## src/rtl/div_pkg.sv

```systemverilog
// Shared types and constants for the divider issue controller.
package div_pkg;

   localparam int XLEN_DEF       = 32;
   localparam int REG_ADDR_W_DEF = 5;

   // M-extension divide/remainder selector as carried on ex_func_i
   typedef enum logic [1:0] {
      DIV_F  = 2'b00,
      DIVU_F = 2'b01,
      REM_F  = 2'b10,
      REMU_F = 2'b11
   } div_func_e;

   typedef enum logic [1:0] {
      IDLE  = 2'd0,
      BUSY  = 2'd1,
      RESP  = 2'd2,
      DRAIN = 2'd3
   } div_state_e;

   // Written back when the divider never answers; signed so it extends to any XLEN as all ones
   localparam logic signed [XLEN_DEF-1:0] WDT_RESULT = '1;

endpackage

```

## src/rtl/div_issue_ctrl_if.sv

```systemverilog
// EX-stage / divider / writeback signal bundle for div_issue_ctrl.
// master: the issue controller. slave: the pipeline plus the divider it drives.
interface div_issue_ctrl_if
   import div_pkg::*;
#(
   parameter int XLEN       = XLEN_DEF,
   parameter int REG_ADDR_W = REG_ADDR_W_DEF
);
   logic                  ex_valid_i;
   logic                  ex_is_div_i;
   logic [1:0]            ex_func_i;
   logic [XLEN-1:0]       ex_rs1_i;
   logic [XLEN-1:0]       ex_rs2_i;
   logic [REG_ADDR_W-1:0] ex_rd_i;
   logic                  flush_i;
   logic                  stall_o;
   logic                  div_start_o;
   logic [XLEN-1:0]       div_operand_a_o;
   logic [XLEN-1:0]       div_operand_b_o;
   logic [1:0]            div_func_o;
   logic [XLEN-1:0]       div_result_i;
   logic                  div_done_i;
   logic                  wb_valid_o;
   logic [REG_ADDR_W-1:0] wb_rd_o;
   logic [XLEN-1:0]       wb_data_o;
   logic                  wdt_err_o;

   modport master (
      input  ex_valid_i, ex_is_div_i, ex_func_i, ex_rs1_i, ex_rs2_i, ex_rd_i, flush_i,
      input  div_result_i, div_done_i,
      output stall_o, div_start_o, div_operand_a_o, div_operand_b_o, div_func_o,
      output wb_valid_o, wb_rd_o, wb_data_o, wdt_err_o
   );

   modport slave (
      output ex_valid_i, ex_is_div_i, ex_func_i, ex_rs1_i, ex_rs2_i, ex_rd_i, flush_i,
      output div_result_i, div_done_i,
      input  stall_o, div_start_o, div_operand_a_o, div_operand_b_o, div_func_o,
      input  wb_valid_o, wb_rd_o, wb_data_o, wdt_err_o
   );

endinterface

```

## src/rtl/div_reuse_cache.sv

```systemverilog
// One-entry result cache: remembers the last divide that completed normally so an
// identical back-to-back divide can skip the divider entirely.
module div_reuse_cache #(
   parameter int XLEN = 32
) (
   input  logic            clk_i,
   input  logic            rst_ni,
   input  logic [XLEN-1:0] lookup_a_i,
   input  logic [XLEN-1:0] lookup_b_i,
   input  logic [1:0]      lookup_func_i,
   output logic            hit_o,
   output logic [XLEN-1:0] hit_res_o,
   input  logic            wr_i,
   input  logic [XLEN-1:0] wr_a_i,
   input  logic [XLEN-1:0] wr_b_i,
   input  logic [1:0]      wr_func_i,
   input  logic [XLEN-1:0] wr_res_i
);

   typedef struct packed {
      logic            vld;
      logic [XLEN-1:0] a;
      logic [XLEN-1:0] b;
      logic [1:0]      func;
      logic [XLEN-1:0] res;
   } entry_t;

   entry_t ent_q;

   // Overwrite the single entry whenever a fresh result is captured
   always_ff @(posedge clk_i or negedge rst_ni) begin
      if (!rst_ni) begin
         ent_q <= '0;
      end else if (wr_i) begin
         ent_q <= '{vld: 1'b1, a: wr_a_i, b: wr_b_i, func: wr_func_i, res: wr_res_i};
      end
   end

   assign hit_o     = ent_q.vld && (ent_q.a == lookup_a_i) && (ent_q.b == lookup_b_i)
                      && (ent_q.func == lookup_func_i);
   assign hit_res_o = ent_q.res;

endmodule

```

## src/rtl/div_issue_ctrl.sv

```systemverilog
// EX-stage issue controller for the multi-cycle divider.
// Stalls the pipeline while a divide is in flight, holds operands for the divider,
// absorbs flushes by draining the divider, and times out a hung divider.
// Optional build macro DIV_OPERAND_REUSE_EN adds a one-entry result cache that lets an
// identical divide bypass the divider.
module div_issue_ctrl
   import div_pkg::*;
#(
   parameter int XLEN       = XLEN_DEF,
   parameter int REG_ADDR_W = REG_ADDR_W_DEF,
   parameter int WDT_CYCLES = 16
) (
   input  logic              clk_i,
   input  logic              rst_ni,
   div_issue_ctrl_if.master  bus
);

   localparam int              CNT_W       = $clog2(WDT_CYCLES + 1);
   localparam logic [XLEN-1:0] TIMEOUT_RES = XLEN'(WDT_RESULT);

   div_state_e            state_q, state_d;
   logic [XLEN-1:0]       a_q, b_q, res_q;
   div_func_e             func_q;
   logic [REG_ADDR_W-1:0] rd_q;
   logic                  start_q;
   logic                  wdt_err_q;
   logic [CNT_W-1:0]      wdt_cnt_q;

   logic                  req, in_wait, wdt_exp, wdt_fire, capture;
   logic                  stall, wb_valid;
   logic [XLEN-1:0]       wb_data;
   logic                  hit;
   logic [XLEN-1:0]       hit_res;

   assign req     = bus.ex_valid_i & bus.ex_is_div_i & ~bus.flush_i;
   assign in_wait = (state_q == BUSY) || (state_q == DRAIN);
   // Counter starts at 0 in the first waiting cycle, so this is the last allowed cycle
   assign wdt_exp = in_wait && (wdt_cnt_q == CNT_W'(WDT_CYCLES - 1));
   assign capture = (state_q == BUSY) & bus.div_done_i & ~bus.flush_i;

`ifdef DIV_OPERAND_REUSE_EN
   div_reuse_cache #(.XLEN(XLEN)) u_cache (
      .clk_i         (clk_i),
      .rst_ni        (rst_ni),
      .lookup_a_i    (bus.ex_rs1_i),
      .lookup_b_i    (bus.ex_rs2_i),
      .lookup_func_i (bus.ex_func_i),
      .hit_o         (hit),
      .hit_res_o     (hit_res),
      .wr_i          (capture),
      .wr_a_i        (a_q),
      .wr_b_i        (b_q),
      .wr_func_i     (func_q),
      .wr_res_i      (bus.div_result_i)
   );
`else
   assign hit     = 1'b0;
   assign hit_res = '0;
`endif

   // Next state, stall and writeback; flush beats done, done beats the watchdog
   always_comb begin
      state_d  = state_q;
      stall    = 1'b0;
      wb_valid = 1'b0;
      wb_data  = res_q;
      wdt_fire = 1'b0;
      unique case (state_q)
         IDLE: begin
            stall = req;
            if (req) state_d = hit ? RESP : BUSY;
         end
         BUSY: begin
            stall = 1'b1;
            if (bus.flush_i) begin
               state_d = bus.div_done_i ? IDLE : DRAIN;
            end else if (bus.div_done_i) begin
               state_d = RESP;
            end else if (wdt_exp) begin
               // Retire the op with a poison value rather than hang the pipeline
               state_d  = IDLE;
               stall    = 1'b0;
               wb_valid = 1'b1;
               wb_data  = TIMEOUT_RES;
               wdt_fire = 1'b1;
            end
         end
         RESP: begin
            wb_valid = ~bus.flush_i;
            state_d  = IDLE;
         end
         DRAIN: begin
            // Only a new divide has to wait for the orphaned one to finish
            stall = bus.ex_valid_i & bus.ex_is_div_i;
            if (bus.div_done_i) begin
               state_d = IDLE;
            end else if (wdt_exp) begin
               state_d  = IDLE;
               wdt_fire = 1'b1;
            end
         end
         default: state_d = IDLE;
      endcase
   end

   // State register plus the one-cycle start pulse on entry to BUSY
   always_ff @(posedge clk_i or negedge rst_ni) begin
      if (!rst_ni) begin
         state_q <= IDLE;
         start_q <= 1'b0;
      end else begin
         state_q <= state_d;
         start_q <= (state_q == IDLE) && (state_d == BUSY);
      end
   end

   // Operand/destination latches, written only when a divide is accepted
   always_ff @(posedge clk_i or negedge rst_ni) begin
      if (!rst_ni) begin
         a_q    <= '0;
         b_q    <= '0;
         func_q <= DIV_F;
         rd_q   <= '0;
      end else if ((state_q == IDLE) && req) begin
         a_q    <= bus.ex_rs1_i;
         b_q    <= bus.ex_rs2_i;
         func_q <= div_func_e'(bus.ex_func_i);
         rd_q   <= bus.ex_rd_i;
      end
   end

   // Result latch: fresh divider result or, on a cache hit, the remembered one
   always_ff @(posedge clk_i or negedge rst_ni) begin
      if (!rst_ni) begin
         res_q <= '0;
      end else if (capture) begin
         res_q <= bus.div_result_i;
      end else if ((state_q == IDLE) && req && hit) begin
         res_q <= hit_res;
      end
   end

   // Watchdog: restart on entering BUSY/DRAIN, count while waiting; error is sticky
   always_ff @(posedge clk_i or negedge rst_ni) begin
      if (!rst_ni) begin
         wdt_cnt_q <= '0;
         wdt_err_q <= 1'b0;
      end else begin
         if ((state_d != state_q) && ((state_d == BUSY) || (state_d == DRAIN))) begin
            wdt_cnt_q <= '0;
         end else if (in_wait) begin
            wdt_cnt_q <= wdt_cnt_q + CNT_W'(1);
         end
         if (wdt_fire) wdt_err_q <= 1'b1;
      end
   end

   assign bus.stall_o         = stall;
   assign bus.div_start_o     = start_q;
   assign bus.div_operand_a_o = a_q;
   assign bus.div_operand_b_o = b_q;
   assign bus.div_func_o      = func_q;
   assign bus.wb_valid_o      = wb_valid;
   assign bus.wb_rd_o         = rd_q;
   assign bus.wb_data_o       = wb_data;
   assign bus.wdt_err_o       = wdt_err_q;

endmodule

```

## src/flat_wrapper.sv

```systemverilog
// flat-port wrapper written by rule: the top's interface ports become plain ports
module div_issue_ctrl_flat import div_pkg::*;
#(
   parameter int XLEN       = XLEN_DEF,
   parameter int REG_ADDR_W = REG_ADDR_W_DEF,
   parameter int WDT_CYCLES = 16
)
  (clk_i, rst_ni, bus_ex_valid_i, bus_ex_is_div_i, bus_ex_func_i, bus_ex_rs1_i, bus_ex_rs2_i, bus_ex_rd_i, bus_flush_i, bus_div_result_i, bus_div_done_i, bus_stall_o, bus_div_start_o, bus_div_operand_a_o, bus_div_operand_b_o, bus_div_func_o, bus_wb_valid_o, bus_wb_rd_o, bus_wb_data_o, bus_wdt_err_o);
  div_issue_ctrl_if #(.XLEN(XLEN), .REG_ADDR_W(REG_ADDR_W)) bus_i ();
  input  logic clk_i;
  input  logic rst_ni;
  input wire logic [$bits(bus_i.ex_valid_i)-1:0] bus_ex_valid_i;
  input wire logic [$bits(bus_i.ex_is_div_i)-1:0] bus_ex_is_div_i;
  input wire logic [$bits(bus_i.ex_func_i)-1:0] bus_ex_func_i;
  input wire logic [$bits(bus_i.ex_rs1_i)-1:0] bus_ex_rs1_i;
  input wire logic [$bits(bus_i.ex_rs2_i)-1:0] bus_ex_rs2_i;
  input wire logic [$bits(bus_i.ex_rd_i)-1:0] bus_ex_rd_i;
  input wire logic [$bits(bus_i.flush_i)-1:0] bus_flush_i;
  input wire logic [$bits(bus_i.div_result_i)-1:0] bus_div_result_i;
  input wire logic [$bits(bus_i.div_done_i)-1:0] bus_div_done_i;
  output wire logic [$bits(bus_i.stall_o)-1:0] bus_stall_o;
  output wire logic [$bits(bus_i.div_start_o)-1:0] bus_div_start_o;
  output wire logic [$bits(bus_i.div_operand_a_o)-1:0] bus_div_operand_a_o;
  output wire logic [$bits(bus_i.div_operand_b_o)-1:0] bus_div_operand_b_o;
  output wire logic [$bits(bus_i.div_func_o)-1:0] bus_div_func_o;
  output wire logic [$bits(bus_i.wb_valid_o)-1:0] bus_wb_valid_o;
  output wire logic [$bits(bus_i.wb_rd_o)-1:0] bus_wb_rd_o;
  output wire logic [$bits(bus_i.wb_data_o)-1:0] bus_wb_data_o;
  output wire logic [$bits(bus_i.wdt_err_o)-1:0] bus_wdt_err_o;
  assign bus_i.ex_valid_i = bus_ex_valid_i;
  assign bus_i.ex_is_div_i = bus_ex_is_div_i;
  assign bus_i.ex_func_i = bus_ex_func_i;
  assign bus_i.ex_rs1_i = bus_ex_rs1_i;
  assign bus_i.ex_rs2_i = bus_ex_rs2_i;
  assign bus_i.ex_rd_i = bus_ex_rd_i;
  assign bus_i.flush_i = bus_flush_i;
  assign bus_i.div_result_i = bus_div_result_i;
  assign bus_i.div_done_i = bus_div_done_i;
  assign bus_stall_o = bus_i.stall_o;
  assign bus_div_start_o = bus_i.div_start_o;
  assign bus_div_operand_a_o = bus_i.div_operand_a_o;
  assign bus_div_operand_b_o = bus_i.div_operand_b_o;
  assign bus_div_func_o = bus_i.div_func_o;
  assign bus_wb_valid_o = bus_i.wb_valid_o;
  assign bus_wb_rd_o = bus_i.wb_rd_o;
  assign bus_wb_data_o = bus_i.wb_data_o;
  assign bus_wdt_err_o = bus_i.wdt_err_o;
  div_issue_ctrl #(.XLEN(XLEN), .REG_ADDR_W(REG_ADDR_W), .WDT_CYCLES(WDT_CYCLES)) u_core (.clk_i(clk_i), .rst_ni(rst_ni), .bus(bus_i));
endmodule
```

## config.mk

```make
export PLATFORM = sky130hd
export DESIGN_NAME = div_issue_ctrl_flat
export DESIGN_NICKNAME = d
export VERILOG_FILES = /design/src/rtl/div_pkg.sv /design/src/rtl/div_issue_ctrl_if.sv /design/src/rtl/div_reuse_cache.sv /design/src/rtl/div_issue_ctrl.sv /design/src/flat_wrapper.sv
export SDC_FILE = /design/constraint.sdc
export NUM_CORES = 1
export LEC_CHECK = 0
export ABC_AREA = 1
export CAP_MARGIN = 20
export CELL_PAD_IN_SITES_DETAIL_PLACEMENT = 1
export CELL_PAD_IN_SITES_GLOBAL_PLACEMENT = 2
export CORE_MARGIN = 2
export CORE_UTILIZATION = 28
export DETAILED_ROUTE_END_ITERATION = 10
export GPL_TIMING_DRIVEN = 0
export PLACE_DENSITY_LB_ADDON = 0.25
export SYNTH_ARGS = -nofsm -noshare
export SYNTH_HDL_FRONTEND = slang
export SYNTH_SLANG_ARGS = --single-unit
```

## constraint.sdc

```tcl
create_clock -name clk_i -period 4 [get_ports clk_i]
set_clock_uncertainty 0.05 [all_clocks]
set_input_delay 1.2 -clock clk_i [delete_from_list [all_inputs] [get_ports clk_i]]
set_output_delay 1.2 -clock clk_i [all_outputs]
set_load 0.02 [all_outputs]
```

==> run summary, run 1 <==
Status: finished, final reports clean
Worst min path class: reg2reg
VDD IR max: 0.298 mV
Iter 0 DRT Violations: 109
Kind of critical path: in2out
Final setup violation count: 0
DRC Markers: 0
Top cell type by total area after synthesis: dfrtp_1
Layout cells sized above 1: 0.207
Slowest cell on the critical path: clkdlybuf4s50_1
Share of the synthesized area in the top cell type: 0.568
Total wire length: 14200 µm
Port Buffer Count: 215
Vias post-DR: 3711
Power Density: 781 mW/mm²
Clock Path Buffers: 2
Total power: 5.96 mW
Max-slew headroom at the worst pin: 0.632
Die H: 137 µm
Sequential cell area fraction in the yosys report: 0.568
Count leader, synth: dfrtp_1
Leak Pwr: 3.72 nW
Post-layout nets: 740
Max-cap violation count: 0
RSZ-0062 raised after global routing: no
First-pass iteration count of the detailed router: 4
Largest net degree at the start of global routing: 58
TritonCTS Sinks: 112
First-pass GRT wire length: 22000 µm
WP data required: 2.75 ns
Mapped Nets: 513
Initial antenna violation count: 0
FILL cells: 1859
Critical Path Source Type: primary input
DRT antenna net count: 0
Avg Cell Area, Syn: 12.4 µm²
Flops & latches, synth: 112
Routability cong.: 0.768
Clock root buffer: clkbuf_16
Clock transition at path regs: 0.07 ns
Htree depth: 3
Ys Warns: 0
Setup_tns: 0 ns
Post-synthesis async set-or-reset flop share: 1.00
Max FO, Critical Path: 10
DIE WIDTH: 137 µm
Final slew viol count: 0
Number of diodes: 0
Fmax: 258 MHz
Worst skew pair latency: 0.35 ns
CTS tree: yes
Synth top area cells: dfrtp_1, mux2_4, a21oi_1
Num rows: 48
CTS Buf Count: 9
Worst-margin pin slew: 0.553 ns
Layout area overhead: 54.6%
Crit-path max cell delay: 0.48 ns
Vias in the first global route: 4158
Min Tclk post-route: 3.88 ns
Post-Synthesis Cells: 397
Initial Util: 0.286
Synthesized cell area: 0.00493 mm²
Ports: 216
Setup bufs post-CTS: 0
EDFF count, synth: 0
Distinct cell type count after synthesis: 26
CP arrival: 2.63 ns
Final HPWL DP: 10800 µm
Core area: 0.0172 mm²
Most used flip-flop cell after synthesis: dfrtp_1
Leading cell types by count after synthesis: dfrtp_1, mux2_4, nand2_1, inv_1
Final Hold Vio Count: 0
Total global-route track usage: 0.152
Vias/cell: 4.35
WL per Instance: 16.6 µm
Final core utilization: 0.442
Die ar.: 0.0187 mm²
Critical path capture point type: output port
Worst path cell trace: clkdlybuf4s50_1 > nand2_1 > nor2_4 > nand2_4 > buf_6 > a31oi_1 > buf_2
Grt total ovfl: 0
Tcrit/Tclk final: 0.969
## cell type report
class | instances | area, µm² | area share
multi-input combinational | 224 | 1860 | 0.244
clock buffer | 9 | 225 | 0.0295
buffer | 16 | 124 | 0.0162
inverter | 45 | 169 | 0.0222
timing repair buffer | 216 | 2080 | 0.273
clock inverter | 6 | 77.6 | 0.0102
tap | 225 | 282 | 0.0369
sequential | 112 | 2800 | 0.368
## timing repair
| action | 4_1_cts | 5_1_grt |
|---|---|---|
| endpoints found under the setup margin | 34 | 31 |
| pin swaps | 0 | 0 |
| hold buffers | 0 | 0 |
| gates resized for setup | 46 | 48 |
| hold endpoints to repair | 0 | 0 |
## cells in the final DEF (no fill, tap or decap), drive strengths merged, types with 2 or more instances in the layout
master         instances
a31oi                  2
clkbuf                33
mux2                  71
xnor2                  2
ha                     7
nor2                  38
nand3                  6
dfrtp                112
nand2                 51
clkdlybuf4s15         10
buf                   13
dlygate4sd2            6
a21oi                 38
clkdlybuf4s50        178
nand4                  2
o21ai                  3
inv                   47
clkinv                 2
## critical path: cells and delay by family
family | cells | cell delay (ns)
buffers and inverters | 3 | 0.88
AO/OA/AOI/OAI | 1 | 0.16
AND/OR/NAND/NOR | 3 | 0.36
## flip-flops by register name, summed over array words and instances, names as in the netlist
name / count
u_core.bus.div_func_o: 2
u_core.bus.div_operand_a_o: 32
u_core.bus.div_operand_b_o: 32
u_core.bus.div_start_o: 1
u_core.bus.wb_rd_o: 5
u_core.bus.wdt_err_o: 1
u_core.res_q: 32
u_core.state_q: 2
u_core.wdt_cnt_q: 5
## per-stage QoR
step / hold slack [ns] / std cells / setup slack, ns / cell area [µm²]
floorplan: 0.431 / 397 / 0.640 / 4930
global placement: 0.412 / 837 / -2.86 / 7360
detailed placement: 0.430 / 838 / -0.426 / 7390
CTS: 0.447 / 853 / 0.00640 / 7680
global route: 0.473 / 853 / 0.0514 / 7620
finish: 0.437 / 853 / 0.124 / 7620
## per-layer routing
metal | vias to the layer above | GRT usage | wire (µm)
met5 | - | 0 | 0
met4 | 0 | 0.0509 | 309
met3 | 18 | 0.0378 | 859
met2 | 102 | 0.270 | 7590
met1 | 1863 | 0.179 | 5420
li1 | 1728 | - | -
## where the power goes
| part | switching, mW | internal, mW | leakage [nW] |
|---|---|---|---|
| Sequential | 0.282 | 1.69 | 1.32 |
| Clock | 0.438 | 0.494 | 0.146 |
| Combinational | 1.51 | 1.55 | 2.26 |
## logic make-up (layout without fill, tap and decap cells)
group                      after synthesis  count (layout)  synth area share
AOI/OAI and AO/OA                       44              44            0.0464
xor gates and xnor gates                 3               3           0.00533
adders and majority gates                7               7            0.0178
buffers and inverters                   61             292            0.0579
DFF                                    112             112             0.568
muxes                                   72              72             0.217
and+or+nand+nor                         98              98            0.0875
## worst paths after layout
| check | start | endpoint | slack (ns) | cells past startpoint |
|---|---|---|---|---|
| setup reg to reg | u_core.state_q[1]$_DFF_PN0_ | u_core.res_q[4]$_DFFE_PN0P_ | 2.01 | 6 |
| setup / recovery | bus_ex_valid_i | bus_stall_o | 0.12 | 7 |
| hold / removal | u_core.bus.wdt_err_o$_DFFE_PN0P_ | u_core.bus.wdt_err_o$_DFFE_PN0P_ | 0.44 | 2 |
| hold reg to reg | u_core.bus.wdt_err_o$_DFFE_PN0P_ | u_core.bus.wdt_err_o$_DFFE_PN0P_ | 0.44 | 2 |
| min in group asynchronous | rst_ni | u_core.res_q[7]$_DFFE_PN0P_ | 0.75 | 1 |
| max in group asynchronous | rst_ni | u_core.bus.div_operand_b_o[12]$_DFFE_PN0P_ | 2.47 | 2 |
Note: power is estimated with default switching activity, not from simulation.
==> run 2: changes to the inputs <==
--- a/config.mk
+++ b/config.mk
@@ -6,7 +6,7 @@
 export NUM_CORES = 1
 export LEC_CHECK = 0
 export ABC_AREA = 1
-export CAP_MARGIN = 20
+export CAP_MARGIN = 15
 export CELL_PAD_IN_SITES_DETAIL_PLACEMENT = 1
 export CELL_PAD_IN_SITES_GLOBAL_PLACEMENT = 2
 export CORE_MARGIN = 2
==> results of run 2 <==
Final layout, timing and power as in run 1 (identical DEF).
==> run 3: changes to the inputs <==
--- a/config.mk
+++ b/config.mk
@@ -13,7 +13,7 @@
 export CORE_UTILIZATION = 28
 export DETAILED_ROUTE_END_ITERATION = 10
 export GPL_TIMING_DRIVEN = 0
-export PLACE_DENSITY_LB_ADDON = 0.25
+export PLACE_DENSITY_LB_ADDON = 0.1
 export SYNTH_ARGS = -nofsm -noshare
 export SYNTH_HDL_FRONTEND = slang
 export SYNTH_SLANG_ARGS = --single-unit
==> run 3 against run 2 <==
  * Global-route usage grew 0.39 points
  * Clock power grew 3.2%
  * Sequential share of layout area shrank 0.38 points
  * Critical endpoint unchanged
  * Non-clock buffer count is the same
  * Register-to-register slack gained 0.04 ns
  * Sequential cell count is the same
  * Combinational power is essentially flat
  * Utilization grew 0.46 points
  * Largest cell class unchanged
  * Critical path type unchanged
==> run summary, run 3 (synthesized netlist as in run 1, its figures left out) <==
Kind of critical path: in2out (unchanged)
Initial Util: 0.286 (unchanged)
DIE WIDTH: 137 µm (unchanged)
Final Hold Vio Count: 0 (unchanged)
Clk pwr share: 0.160 (was 0.156)
Fin cells: 854 (was 853)
CP arrival: 2.60 ns (was 2.63 ns)
DRT antenna net count: 0 (unchanged)
Reg2Reg Depth: 6 (unchanged)
Vias post-DR: 3695 (was 3711)
Power Density: 780 mW/mm² (was 781 mW/mm²)
Largest net degree at the start of global routing: 66 (was 58)
Critical Path Source Type: primary input (unchanged)
Most frequent cells in the layout: clkdlybuf4s50_1, dfrtp_1, mux2_4, nand2_1, inv_1 (unchanged)
TritonCTS Sinks: 112 (unchanged)
Worst skew pair latency: 0.35 ns (about the same)
Layout area overhead: 56.2% (was 54.6%)
Die H: 137 µm (unchanged)
Setup_tns: 0 ns (unchanged)
Placed instance count: 838 (unchanged)
Final setup violation count: 0 (unchanged)
RSZ-0062 raised after global routing: yes (was no)
CTS Buf Count: 9 (unchanged)
Internal power: 3.75 mW (was 3.73 mW)
Clock Path Buffers: 2 (unchanged)
Total wire length: 14500 µm (was 14200 µm)
First-pass iteration count of the detailed router: 3 (was 4)
Total power: 6.01 mW (was 5.96 mW)
Grt total ovfl: 0 (unchanged)
VDD IR max: 0.331 mV (was 0.298 mV)
Number of diodes: 0 (unchanged)
Final core utilization: 0.447 (was 0.442)
Critical path capture point type: output port (unchanged)
Net Switching: 2.26 mW (was 2.23 mW)
Post-layout nets: 740 (unchanged)
Max-slew headroom at the worst pin: 0.667 (was 0.632)
Status: finished, final reports clean (unchanged)
DP Area: 0.00739 mm² (unchanged)
Die ar.: 0.0187 mm² (unchanged)
Combinational power share: 0.512 (was 0.513)
Clock root buffer: clkbuf_16 (unchanged)
Fmax: 260 MHz (was 258 MHz)
Layout cells sized above 1: 0.180 (was 0.207)
Worst-margin pin slew: 0.499 ns (was 0.553 ns)
Ports: 216 (unchanged)
Hold Buf Count CTS: 0 (unchanged)
Port Buffer Count: 215 (unchanged)
Final slew viol count: 0 (unchanged)
Part of the power in registers: 0.327 (was 0.330)
First-pass GRT wire length: 22000 µm (about the same)
WP data required: 2.75 ns (about the same)
Final HPWL DP: 11000 µm (was 10800 µm)
Total global-route track usage: 0.156 (was 0.152)
Initial antenna violation count: 0 (unchanged)
WL per Instance: 17.0 µm (was 16.6 µm)
Tcrit/Tclk final: 0.962 (was 0.969)
Iter 0 DRT Violations: 79 (was 109)
Finished Cell Area: 0.00770 mm² (was 0.00762 mm²)
Leak Pwr: 3.72 nW (about the same)
Core area: 0.0172 mm² (unchanged)
Commonest non-fill, non-tap cell in the layout: clkdlybuf4s50_1 (unchanged)
Num rows: 48 (unchanged)
Hold depth: 2 (unchanged)
Clock transition at path regs: 0.07 ns (about the same)
DRC Markers: 0 (unchanged)
Max FO, Critical Path: 10 (unchanged)
Min Tclk post-route: 3.85 ns (was 3.88 ns)
CTS tree: yes (unchanged)
Htree depth: 3 (unchanged)
Sw Share: 0.376 (was 0.374)
Routability cong.: 0.738 (was 0.768)
Vias/cell: 4.33 (was 4.35)
Worst min path class: reg2reg (unchanged)
Max-cap violation count: 0 (unchanged)
Setup bufs post-CTS: 0 (unchanged)
Vias in the first global route: 4034 (was 4158)
-- run 3: critical path, cell delays in order --
cell and delay [ns]:
clkdlybuf4s50_1 0.48, nand2_1 0.09, nor2_4 0.17, nand2_8 0.12, buf_6 0.19, a31oi_1 0.15
buf_2 0.19
-- run 3: what timing repair did --
action                                  in CTS  in global routing
gates cloned                                 0                  0
endpoints found under the setup margin      34                 32
gates resized for setup                     45                  5
-- run 3: path summary, 6_finish.rpt --
path                       slack (ns)                             start                                          to
max                              0.15                   bus_ex_is_div_i                                 bus_stall_o
min                              0.42  u_core.bus.wdt_err_o$_DFFE_PN0P_            u_core.bus.wdt_err_o$_DFFE_PN0P_
max reg2reg                      2.05       u_core.state_q[1]$_DFF_PN0_                 u_core.res_q[6]$_DFFE_PN0P_
min reg2reg                      0.42  u_core.bus.wdt_err_o$_DFFE_PN0P_            u_core.bus.wdt_err_o$_DFFE_PN0P_
max in group asynchronous        2.48                            rst_ni  u_core.bus.div_operand_a_o[10]$_DFFE_PN0P_
min in group asynchronous        0.72                            rst_ni  u_core.bus.div_operand_a_o[25]$_DFFE_PN0P_
-- run 3: layer usage --
metal	global-route usage	part of all wire
met3	0.0556	0.071
met4	0.0648	0.035
met2	0.259	0.50
met1	0.184	0.39
met5	0	0
-- run 3: power groups by stage --
stage               clock network [mW]  registers [mW]  logic (mW)
floorplan                            0            2.39        1.30
global placement                     0            1.96        3.19
detailed placement                   0            1.99        3.24
CTS                               1.02            1.97        3.13
global route                      1.05            2.04        3.30
finish                           0.962            1.97        3.08
-- run 3: area by class of cell --
| cell class | instances | area (µm²) |
|---|---|---|
| Fill cell | 1843 | 9530 |
| Clock buffer | 9 | 225 |
| Timing Repair Buffer | 216 | 2140 |
| Multi-Input combinational cell | 224 | 1870 |
| Inverter | 45 | 169 |
| Clock inverter | 7 | 90.1 |
| Buffer | 16 | 124 |
| Tap cell | 225 | 282 |
| Sequential cell | 112 | 2800 |
-- run 3: through the flow --
stage	setup WS, ns	hold slack, ns
after floorplan	0.640	0.431
after global placement	-2.91	0.410
after detailed placement	-0.415	0.413
after CTS	0.00466	0.431
after global routing	-0.0113	0.466
final	0.151	0.420
